===== src/rtl/xlr8_spi_burst_pkg.sv =====
// xlr8_spi_burst_pkg: register map, bit positions, register layouts and FSM state encoding for the SPI burst buffer
package xlr8_spi_burst_pkg;
   localparam logic [5:0] BCR1_ADDR = 6'h1A;
   localparam logic [5:0] BSR1_ADDR = 6'h1B;
   localparam logic [5:0] BDR1_ADDR = 6'h1C;
   localparam int BCR_EN   = 0;
   localparam int BCR_IE   = 1;
   localparam int BCR_CLR  = 7;
   localparam int BSR_TXE  = 0;
   localparam int BSR_TXF  = 1;
   localparam int BSR_RXE  = 2;
   localparam int BSR_RXF  = 3;
   localparam int BSR_DONE = 4;
   localparam int BSR_WCOL = 5;
   typedef struct packed {
      logic       clr;
      logic [4:0] rsv;
      logic       ie;
      logic       en;
   } bcr_t;
   typedef struct packed {
      logic [1:0] rsv;
      logic       wcol;
      logic       done;
      logic       rx_full;
      logic       rx_empty;
      logic       tx_full;
      logic       tx_empty;
   } bsr_t;
   typedef enum logic [1:0] {IDLE, LOAD, WAIT, CAPT} burst_state_t;
endpackage


===== src/rtl/xlr8_spi_burst_if.sv =====
// xlr8_spi_burst_if: AVR I/O bus, SPI data-register handshake and interrupt signals of the burst buffer
//   slave  = burst block side, master = core/SPI side
interface xlr8_spi_burst_if;
   logic       clken;
   logic [5:0] adr;
   logic [7:0] dbus_in;
   logic       iore;
   logic       iowe;
   logic [7:0] dbus_out;
   logic       out_en;
   logic       spi_wr;
   logic [7:0] spi_wdata;
   logic       spi_done;
   logic [7:0] spi_rdata;
   logic       spi_busy;
   logic       burst_irq;
   logic       burst_ack;
   modport slave (
      input  clken, adr, dbus_in, iore, iowe, spi_done, spi_rdata, burst_ack,
      output dbus_out, out_en, spi_wr, spi_wdata, spi_busy, burst_irq
   );
   modport master (
      output clken, adr, dbus_in, iore, iowe, spi_done, spi_rdata, burst_ack,
      input  dbus_out, out_en, spi_wr, spi_wdata, spi_busy, burst_irq
   );
endinterface


===== src/rtl/xlr8_spi_burst_fifo.sv =====
// xlr8_spi_burst_fifo: 8-bit synchronous FIFO with flush
//   clk/rst: clock, sync active-high reset; i_push/i_din: write; i_pop/o_dout: read head (show-ahead)
//   i_flush: empty in one cycle (beats a same-cycle push); o_full/o_empty: status
module xlr8_spi_burst_fifo #(
   parameter int DEPTH = 8
) (
   input  logic       clk,
   input  logic       rst,
   input  logic       i_push,
   input  logic       i_pop,
   input  logic       i_flush,
   input  logic [7:0] i_din,
   output logic [7:0] o_dout,
   output logic       o_full,
   output logic       o_empty
);
   localparam int AW = $clog2(DEPTH);
   logic [7:0] r_mem [DEPTH];
   logic [AW:0] r_wptr, r_rptr, w_count;
   logic w_push, w_pop;
   assign w_count = r_wptr - r_rptr;
   assign o_empty = w_count == '0;
   assign o_full  = w_count[AW];
   assign w_pop   = i_pop & !o_empty;
   // a push into a full FIFO is only legal when the head leaves in the same cycle
   assign w_push  = i_push & (!o_full | w_pop);
   assign o_dout  = r_mem[r_rptr[AW-1:0]];
   always_ff @(posedge clk) begin
      if (rst || i_flush) begin
         r_wptr <= '0;
         r_rptr <= '0;
      end else begin
         if (w_push) r_wptr <= r_wptr + 1'b1;
         if (w_pop) r_rptr <= r_rptr + 1'b1;
      end
   end
   always_ff @(posedge clk) begin
      if (w_push && !i_flush) r_mem[r_wptr[AW-1:0]] <= i_din;
   end
endmodule


===== src/rtl/xlr8_spi_burst.sv =====
// xlr8_spi_burst: TX/RX burst buffer feeding the AVR SPI data register with one interrupt per burst
//   clk/rst: clock, sync active-high reset; bus: I/O regs BCR/BSR/BDR, SPDR load/capture handshake, burst irq/ack
module xlr8_spi_burst
   import xlr8_spi_burst_pkg::*;
#(
   parameter int         DEPTH    = 8,
   parameter logic [5:0] BCR_ADDR = BCR1_ADDR,
   parameter logic [5:0] BSR_ADDR = BSR1_ADDR,
   parameter logic [5:0] BDR_ADDR = BDR1_ADDR
) (
   input logic             clk,
   input logic             rst,
   xlr8_spi_burst_if.slave bus
);
   localparam logic [1:0] S_IDLE = IDLE;
   localparam logic [1:0] S_LOAD = LOAD;
   localparam logic [1:0] S_WAIT = WAIT;
   localparam logic [1:0] S_CAPT = CAPT;
   logic [1:0] r_state, w_nxt;
   logic r_en, r_ie, r_done, r_wcol, r_drop;
   logic w_hit_bcr, w_hit_bsr, w_hit_bdr, w_wr, w_rd, w_clr, w_ld, w_go, w_drop;
   logic w_tx_push, w_tx_full, w_tx_empty, w_rx_push, w_rx_pop, w_rx_full, w_rx_empty;
   logic w_set_done, w_wcol, w_bsr_wr;
   logic [7:0] w_tx_dout, w_rx_dout;
   bcr_t w_bcr;
   bsr_t w_bsr;
   assign w_hit_bcr = bus.adr == BCR_ADDR;
   assign w_hit_bsr = bus.adr == BSR_ADDR;
   assign w_hit_bdr = bus.adr == BDR_ADDR;
   assign w_wr      = bus.iowe & bus.clken;
   assign w_rd      = bus.iore & bus.clken;
   assign w_bcr     = bus.dbus_in;
   assign w_bsr_wr  = w_wr & w_hit_bsr;
   assign w_clr     = w_wr & w_hit_bcr & w_bcr.clr;
   assign w_ld      = (r_state == S_LOAD) & bus.clken & !rst;
   assign w_tx_push = w_wr & w_hit_bdr;
   assign w_wcol    = w_tx_push & w_tx_full & !w_ld;
   assign w_rx_pop  = w_rd & w_hit_bdr;
   // a flush landing while a byte is in flight discards that byte when it completes
   assign w_drop    = r_drop | w_clr;
   assign w_rx_push = (r_state == S_WAIT) & bus.spi_done & !w_drop & bus.clken;
   assign w_go      = r_en & !w_tx_empty & !w_rx_full & !w_clr;
   assign w_set_done = (r_state == S_CAPT) & w_tx_empty & !w_clr;
   assign w_bsr     = {2'b00, r_wcol, r_done, w_rx_full, w_rx_empty, w_tx_full, w_tx_empty};
   // CAPT shares the IDLE launch condition; an empty TX there means the burst is complete
   assign w_nxt = (r_state == S_WAIT) ? (!bus.spi_done ? S_WAIT : w_drop ? S_IDLE : S_CAPT) :
                  (r_state == S_LOAD) ? S_WAIT :
                  w_go ? S_LOAD : S_IDLE;
   xlr8_spi_burst_fifo #(.DEPTH(DEPTH)) u_txf (
      .clk(clk), .rst(rst), .i_push(w_tx_push), .i_pop(w_ld), .i_flush(w_clr),
      .i_din(bus.dbus_in), .o_dout(w_tx_dout), .o_full(w_tx_full), .o_empty(w_tx_empty)
   );
   xlr8_spi_burst_fifo #(.DEPTH(DEPTH)) u_rxf (
      .clk(clk), .rst(rst), .i_push(w_rx_push), .i_pop(w_rx_pop), .i_flush(w_clr),
      .i_din(bus.spi_rdata), .o_dout(w_rx_dout), .o_full(w_rx_full), .o_empty(w_rx_empty)
   );
   always_ff @(posedge clk) begin
      if (rst) begin
         r_state <= S_IDLE;
         r_en    <= 1'b0;
         r_ie    <= 1'b0;
         r_done  <= 1'b0;
         r_wcol  <= 1'b0;
         r_drop  <= 1'b0;
      end else if (bus.clken) begin
         r_state <= w_nxt;
         if (w_wr && w_hit_bcr) begin
            r_en <= w_bcr.en;
            r_ie <= w_bcr.ie;
         end
         r_done <= w_set_done | (r_done & !bus.burst_ack & !(w_bsr_wr & bus.dbus_in[BSR_DONE]));
         r_wcol <= w_wcol | (r_wcol & !(w_bsr_wr & bus.dbus_in[BSR_WCOL]));
         r_drop <= (r_state == S_WAIT) & !bus.spi_done & w_drop;
      end
   end
   assign bus.out_en    = !rst & bus.iore & (w_hit_bcr | w_hit_bsr | w_hit_bdr);
   assign bus.dbus_out  = !bus.out_en ? 8'h00 :
                          w_hit_bcr ? {6'd0, r_ie, r_en} :
                          w_hit_bsr ? w_bsr :
                          w_rx_empty ? 8'h00 : w_rx_dout;
   assign bus.spi_wr    = w_ld;
   assign bus.spi_wdata = w_ld ? w_tx_dout : 8'h00;
   assign bus.spi_busy  = r_state != S_IDLE;
   assign bus.burst_irq = r_done & r_ie;
endmodule


===== src/flat_wrapper.sv =====
// flat-port wrapper written by rule: the top's interface ports become plain ports
module xlr8_spi_burst_flat import xlr8_spi_burst_pkg::*;
#(
   parameter int         DEPTH    = 8,
   parameter logic [5:0] BCR_ADDR = BCR1_ADDR,
   parameter logic [5:0] BSR_ADDR = BSR1_ADDR,
   parameter logic [5:0] BDR_ADDR = BDR1_ADDR
)
  (clk, rst, bus_clken, bus_adr, bus_dbus_in, bus_iore, bus_iowe, bus_spi_done, bus_spi_rdata, bus_burst_ack, bus_dbus_out, bus_out_en, bus_spi_wr, bus_spi_wdata, bus_spi_busy, bus_burst_irq);
  xlr8_spi_burst_if bus_i ();
  input logic clk;
  input logic rst;
  input wire logic [$bits(bus_i.clken)-1:0] bus_clken;
  input wire logic [$bits(bus_i.adr)-1:0] bus_adr;
  input wire logic [$bits(bus_i.dbus_in)-1:0] bus_dbus_in;
  input wire logic [$bits(bus_i.iore)-1:0] bus_iore;
  input wire logic [$bits(bus_i.iowe)-1:0] bus_iowe;
  input wire logic [$bits(bus_i.spi_done)-1:0] bus_spi_done;
  input wire logic [$bits(bus_i.spi_rdata)-1:0] bus_spi_rdata;
  input wire logic [$bits(bus_i.burst_ack)-1:0] bus_burst_ack;
  output wire logic [$bits(bus_i.dbus_out)-1:0] bus_dbus_out;
  output wire logic [$bits(bus_i.out_en)-1:0] bus_out_en;
  output wire logic [$bits(bus_i.spi_wr)-1:0] bus_spi_wr;
  output wire logic [$bits(bus_i.spi_wdata)-1:0] bus_spi_wdata;
  output wire logic [$bits(bus_i.spi_busy)-1:0] bus_spi_busy;
  output wire logic [$bits(bus_i.burst_irq)-1:0] bus_burst_irq;
  assign bus_i.clken = bus_clken;
  assign bus_i.adr = bus_adr;
  assign bus_i.dbus_in = bus_dbus_in;
  assign bus_i.iore = bus_iore;
  assign bus_i.iowe = bus_iowe;
  assign bus_i.spi_done = bus_spi_done;
  assign bus_i.spi_rdata = bus_spi_rdata;
  assign bus_i.burst_ack = bus_burst_ack;
  assign bus_dbus_out = bus_i.dbus_out;
  assign bus_out_en = bus_i.out_en;
  assign bus_spi_wr = bus_i.spi_wr;
  assign bus_spi_wdata = bus_i.spi_wdata;
  assign bus_spi_busy = bus_i.spi_busy;
  assign bus_burst_irq = bus_i.burst_irq;
  xlr8_spi_burst #(.DEPTH(DEPTH), .BCR_ADDR(BCR_ADDR), .BSR_ADDR(BSR_ADDR), .BDR_ADDR(BDR_ADDR)) u_core (.clk(clk), .rst(rst), .bus(bus_i));
endmodule

===== config.mk =====
export PLATFORM = sky130hd
export DESIGN_NAME = xlr8_spi_burst_flat
export DESIGN_NICKNAME = d
export VERILOG_FILES = /design/src/rtl/xlr8_spi_burst_pkg.sv /design/src/rtl/xlr8_spi_burst_if.sv /design/src/rtl/xlr8_spi_burst_fifo.sv /design/src/rtl/xlr8_spi_burst.sv /design/src/flat_wrapper.sv
export SDC_FILE = /design/constraint.sdc
export NUM_CORES = 1
export LEC_CHECK = 0
export ABC_AREA = 1
export ABC_CLOCK_PERIOD_IN_PS = 5200
export BUFFER_PORTS_ARGS = -buffer_cell sky130_fd_sc_hd__buf_4
export CORE_MARGIN = 3
export CORE_UTILIZATION = 60
export DETAILED_ROUTE_END_ITERATION = 8
export PLACE_DENSITY_LB_ADDON = 0.3
export SLEW_MARGIN = 30
export SYNTH_ARGS = -nofsm -noshare
export SYNTH_HDL_FRONTEND = slang
export SYNTH_HIERARCHICAL = 1
export SYNTH_SLANG_ARGS = --single-unit

===== constraint.sdc =====
create_clock -name clk -period 5.2 [get_ports clk]
set_input_delay 0.78 -clock clk [delete_from_list [all_inputs] [get_ports clk]]
set_output_delay 0.78 -clock clk [all_outputs]
set_load 0.01 [all_outputs]

==> results.md <==
* Clock sinks at 157
* Post-Syn Nets at 752
* Placed instance area at 0.00770 mm^2
* GR Layer Usage met2 at 39.4%
* Top cells by area, synth: edfxtp_1, dfxtp_1, nor2_1, nand2_1, o32ai_1
* Cell variety after synth at 34
* Ys Warns at 6
* Met1 Resource Use GR at 30.9%
* WP data required at 4420 ps
* Final setup skew at 7.61 ps
* Outcome: finished, final reports clean
* Area share of the largest cell type after synthesis at 53.0%
* Crit Path Max Fanout at 8
* HP Class: flop to flop
* Sequential share of the synthesized area at 61.1%
* Hold WS at 474 ps
* Vias in the first global route at 5051
* Fin cells at 912
* Largest net degree at the start of global routing at 34
* Final instance area at 0.00826 mm^2
* Routed wire length at 15.7 mm
* Core Area at 0.0116 mm^2
* Slew Viols, Final at 0
* #FFs+latches synth at 157
* DRC at 0
* Post-CTS Hold Buffers at 0
* Post-route ant nets at 0
* CTS tree: done
* Die area at 0.0134 mm^2
* Achievable Freq at 0.281 GHz
* Post-CTS setup buffers at 0
* Placed cells at 881
* Power per Cell Area at 314 mW/mm^2
* # port buffers at 48
* Final Hold Fails at 0
* CTS Buf Count at 17
* Startpoint types: flop
* Layout fillers at 803
* Ant diodes at 0
* Vias per std cell at 5.84
* RD Place Congestion at 0.905
* RSZ-0062 raised after global routing: no
* Grt met3 use at 6.11%
* Worst vdd ir at 0.000344 V
* Max Cap Violations at 0
* Total Routing Usage GR at 24.4%
* Layout cell share with drive strength beyond 1 at 18.6%
* Clock transition at path regs at 60 ps
* Endpoints failing setup at 0
* Global-route wire length before repair at 24.6 mm
* Area growth from synthesis to layout at 14.0%
* Post-synth EDFFs at 128
* Die W at 116 um
* Fin crit share at 68.4%
* CTS root buf: clkbuf_16
* Worst skew pair latency at 420 ps
* Post-DP HPWL at 10.6 mm
* Die Y at 116 um
* Initial Util at 62.4%
* CTS Buffer Depth at 2
* Critical Path AT at 2780 ps
* Syn avg cell area at 10.2 um^2
* Grt ovf at 0
* Synthesized cell area at 0.00725 mm^2
* Crit path kind: flop to output port
* Slew @ Worst Pin at 862 ps
* Rel. slew slack at 42.4%
* Area leader, netlist: edfxtp_1
* Fin crit period at 3560 ps
* Final Net Count at 798
* DR iter-0 viols at 478
* Initial antenna violation count at 0
* Synth async-reset ratio at 0%
* Top Usage Layer GRT: met2
* Leakage at 3.13 nW
* WL per Instance at 17.2 um
* Cell row count at 39
* H-tree depth at 4
* Top Ports at 49
* Syn Inst Count at 711
* Via count at 5324
* Ys flop type: edfxtp_1
* DRT Pass-1 Iters at 6
* Setup TNS at 0 ps
* CTS resizes at 0
* Crit end category: output port
==> synthesized netlist by cell type, types with 12 or more instances <==
library cell / count
o21ai_0: 33
nand2_2: 12
nand3_1: 36
a21oi_1: 20
nor2_2: 14
nor2_1: 152
dfxtp_1: 29
inv_1: 45
clkbuf_1: 14
nand2_1: 114
inv_2: 13
edfxtp_1: 128
o32ai_1: 32
==> registers in the layout, summed over array words and instances, names as in the netlist, named ones only <==
register             flops
u_core/r_done            1
u_core/r_drop            1
u_core/r_en              1
u_core/r_ie              1
u_core/r_state           2
u_core/r_wcol            1
u_core/u_rxf/r_mem      64
u_core/u_rxf/r_rptr      4
u_core/u_rxf/r_wptr      4
u_core/u_txf/r_mem      64
u_core/u_txf/r_rptr      4
u_core/u_txf/r_wptr      4
==> through the flow <==
stage	power [W]	worst slack, ps	util, %
floorplan	0.00142	2400	-
global placement	0.00146	2150	66.3
detailed placement	0.00146	2040	66.3
CTS	0.00261	1650	71.1
global route	0.00267	1430	71.1
finish	0.00260	1640	71.1
==> where the power goes <==
part	total (W)	internal (W)	switching (W)	leakage (nW)
logic	0.0000726	0.0000255	0.0000471	1.48
registers	0.00136	0.00136	0.00000190	1.38
clock network	0.00116	0.000698	0.000465	0.264
total	0.00260	0.00208	0.000514	3.13
==> worst max-delay path: stages, from the launching register on <==
cell and delay [ps]:
dfxtp_1 450, inv_1 140, ha_1 250, fa_1 490, nand3_1 80, nor2_1 170, nand3_4 120, inv_1 90
inv_1 120, nand3_1 100, o21ai_1 60, nor2_1 90, nor2_1 60, buf_4 140
==> final cells by class <==
| class | instances | area [um^2] | share of cell area [%] |
|---|---|---|---|
| clock buffer | 19 | 433 | 5.24 |
| clock inverter | 12 | 123 | 1.48 |
| inverter | 60 | 229 | 2.77 |
| multi-input combinational | 471 | 2490 | 30.2 |
| sequential | 157 | 4430 | 53.6 |
| tap | 143 | 179 | 2.17 |
| timing repair buffer | 50 | 375 | 4.55 |
==> routing by layer <==
metal / vias up / wire [um]
met1: 2509 / 6440
met5: - / 0
met3: 36 / 1150
met2: 256 / 7750
met4: 0 / 374
li1: 2523 / -
==> kinds of logic (layout without fill, tap and decap cells) <==
| family | Yosys count | in the layout | synth area share [%] |
|---|---|---|---|
| AND/OR/NAND/NOR | 358 | 358 | 22.7 |
| flip-flops | 157 | 157 | 61.1 |
| AO/OA/AOI/OAI | 93 | 93 | 8.48 |
| buffers and inverters | 83 | 141 | 4.52 |
| adder cells (fa/ha/maj) | 12 | 12 | 2.28 |
| XOR/XNOR | 8 | 8 | 0.967 |
==> path summary, 6_finish.rpt <==
kind                            slack, ps                       end  cells past startpoint              startpoint
worst max-delay path                 1640           bus_dbus_out[0]                     13  u_core/u_rxf/r_wptr[0]
worst min-delay path                  470             u_core/r_drop                      2           u_core/r_drop
worst max register to register       2650  u_core/u_txf/r_mem[0][6]                      9  u_core/u_txf/r_rptr[2]
worst min register to register        470             u_core/r_drop                      2           u_core/r_drop
==> layout by cell type (no fill, tap or decap), types with 2 or more instances in the layout <==
cell type / synthesis / layout
a21oi_1: 20 / 20
a21oi_2: 4 / 4
buf_4: 1 / 50
bufinv_16: 0 / 2
clkbuf_1: 14 / 2
clkbuf_16: 0 / 17
clkinv_1: 0 / 2
clkinv_2: 1 / 4
clkinvlp_4: 0 / 3
dfxtp_1: 29 / 28
edfxtp_1: 128 / 128
fa_1: 2 / 2
ha_1: 10 / 10
inv_1: 45 / 44
inv_2: 13 / 14
nand2_1: 114 / 114
nand2_2: 12 / 12
nand2_4: 7 / 7
nand3_1: 36 / 36
nand3_2: 3 / 3
nand3_4: 3 / 3
nand3b_1: 6 / 6
nand4_1: 2 / 2
nor2_1: 152 / 152
nor2_2: 14 / 14
nor2_4: 2 / 2
nor3_1: 4 / 4
nor3_2: 2 / 2
o21ai_0: 33 / 33
o21ai_1: 2 / 2
o32ai_1: 32 / 32
xor2_1: 8 / 8
Power figures use the tool's default switching activity.
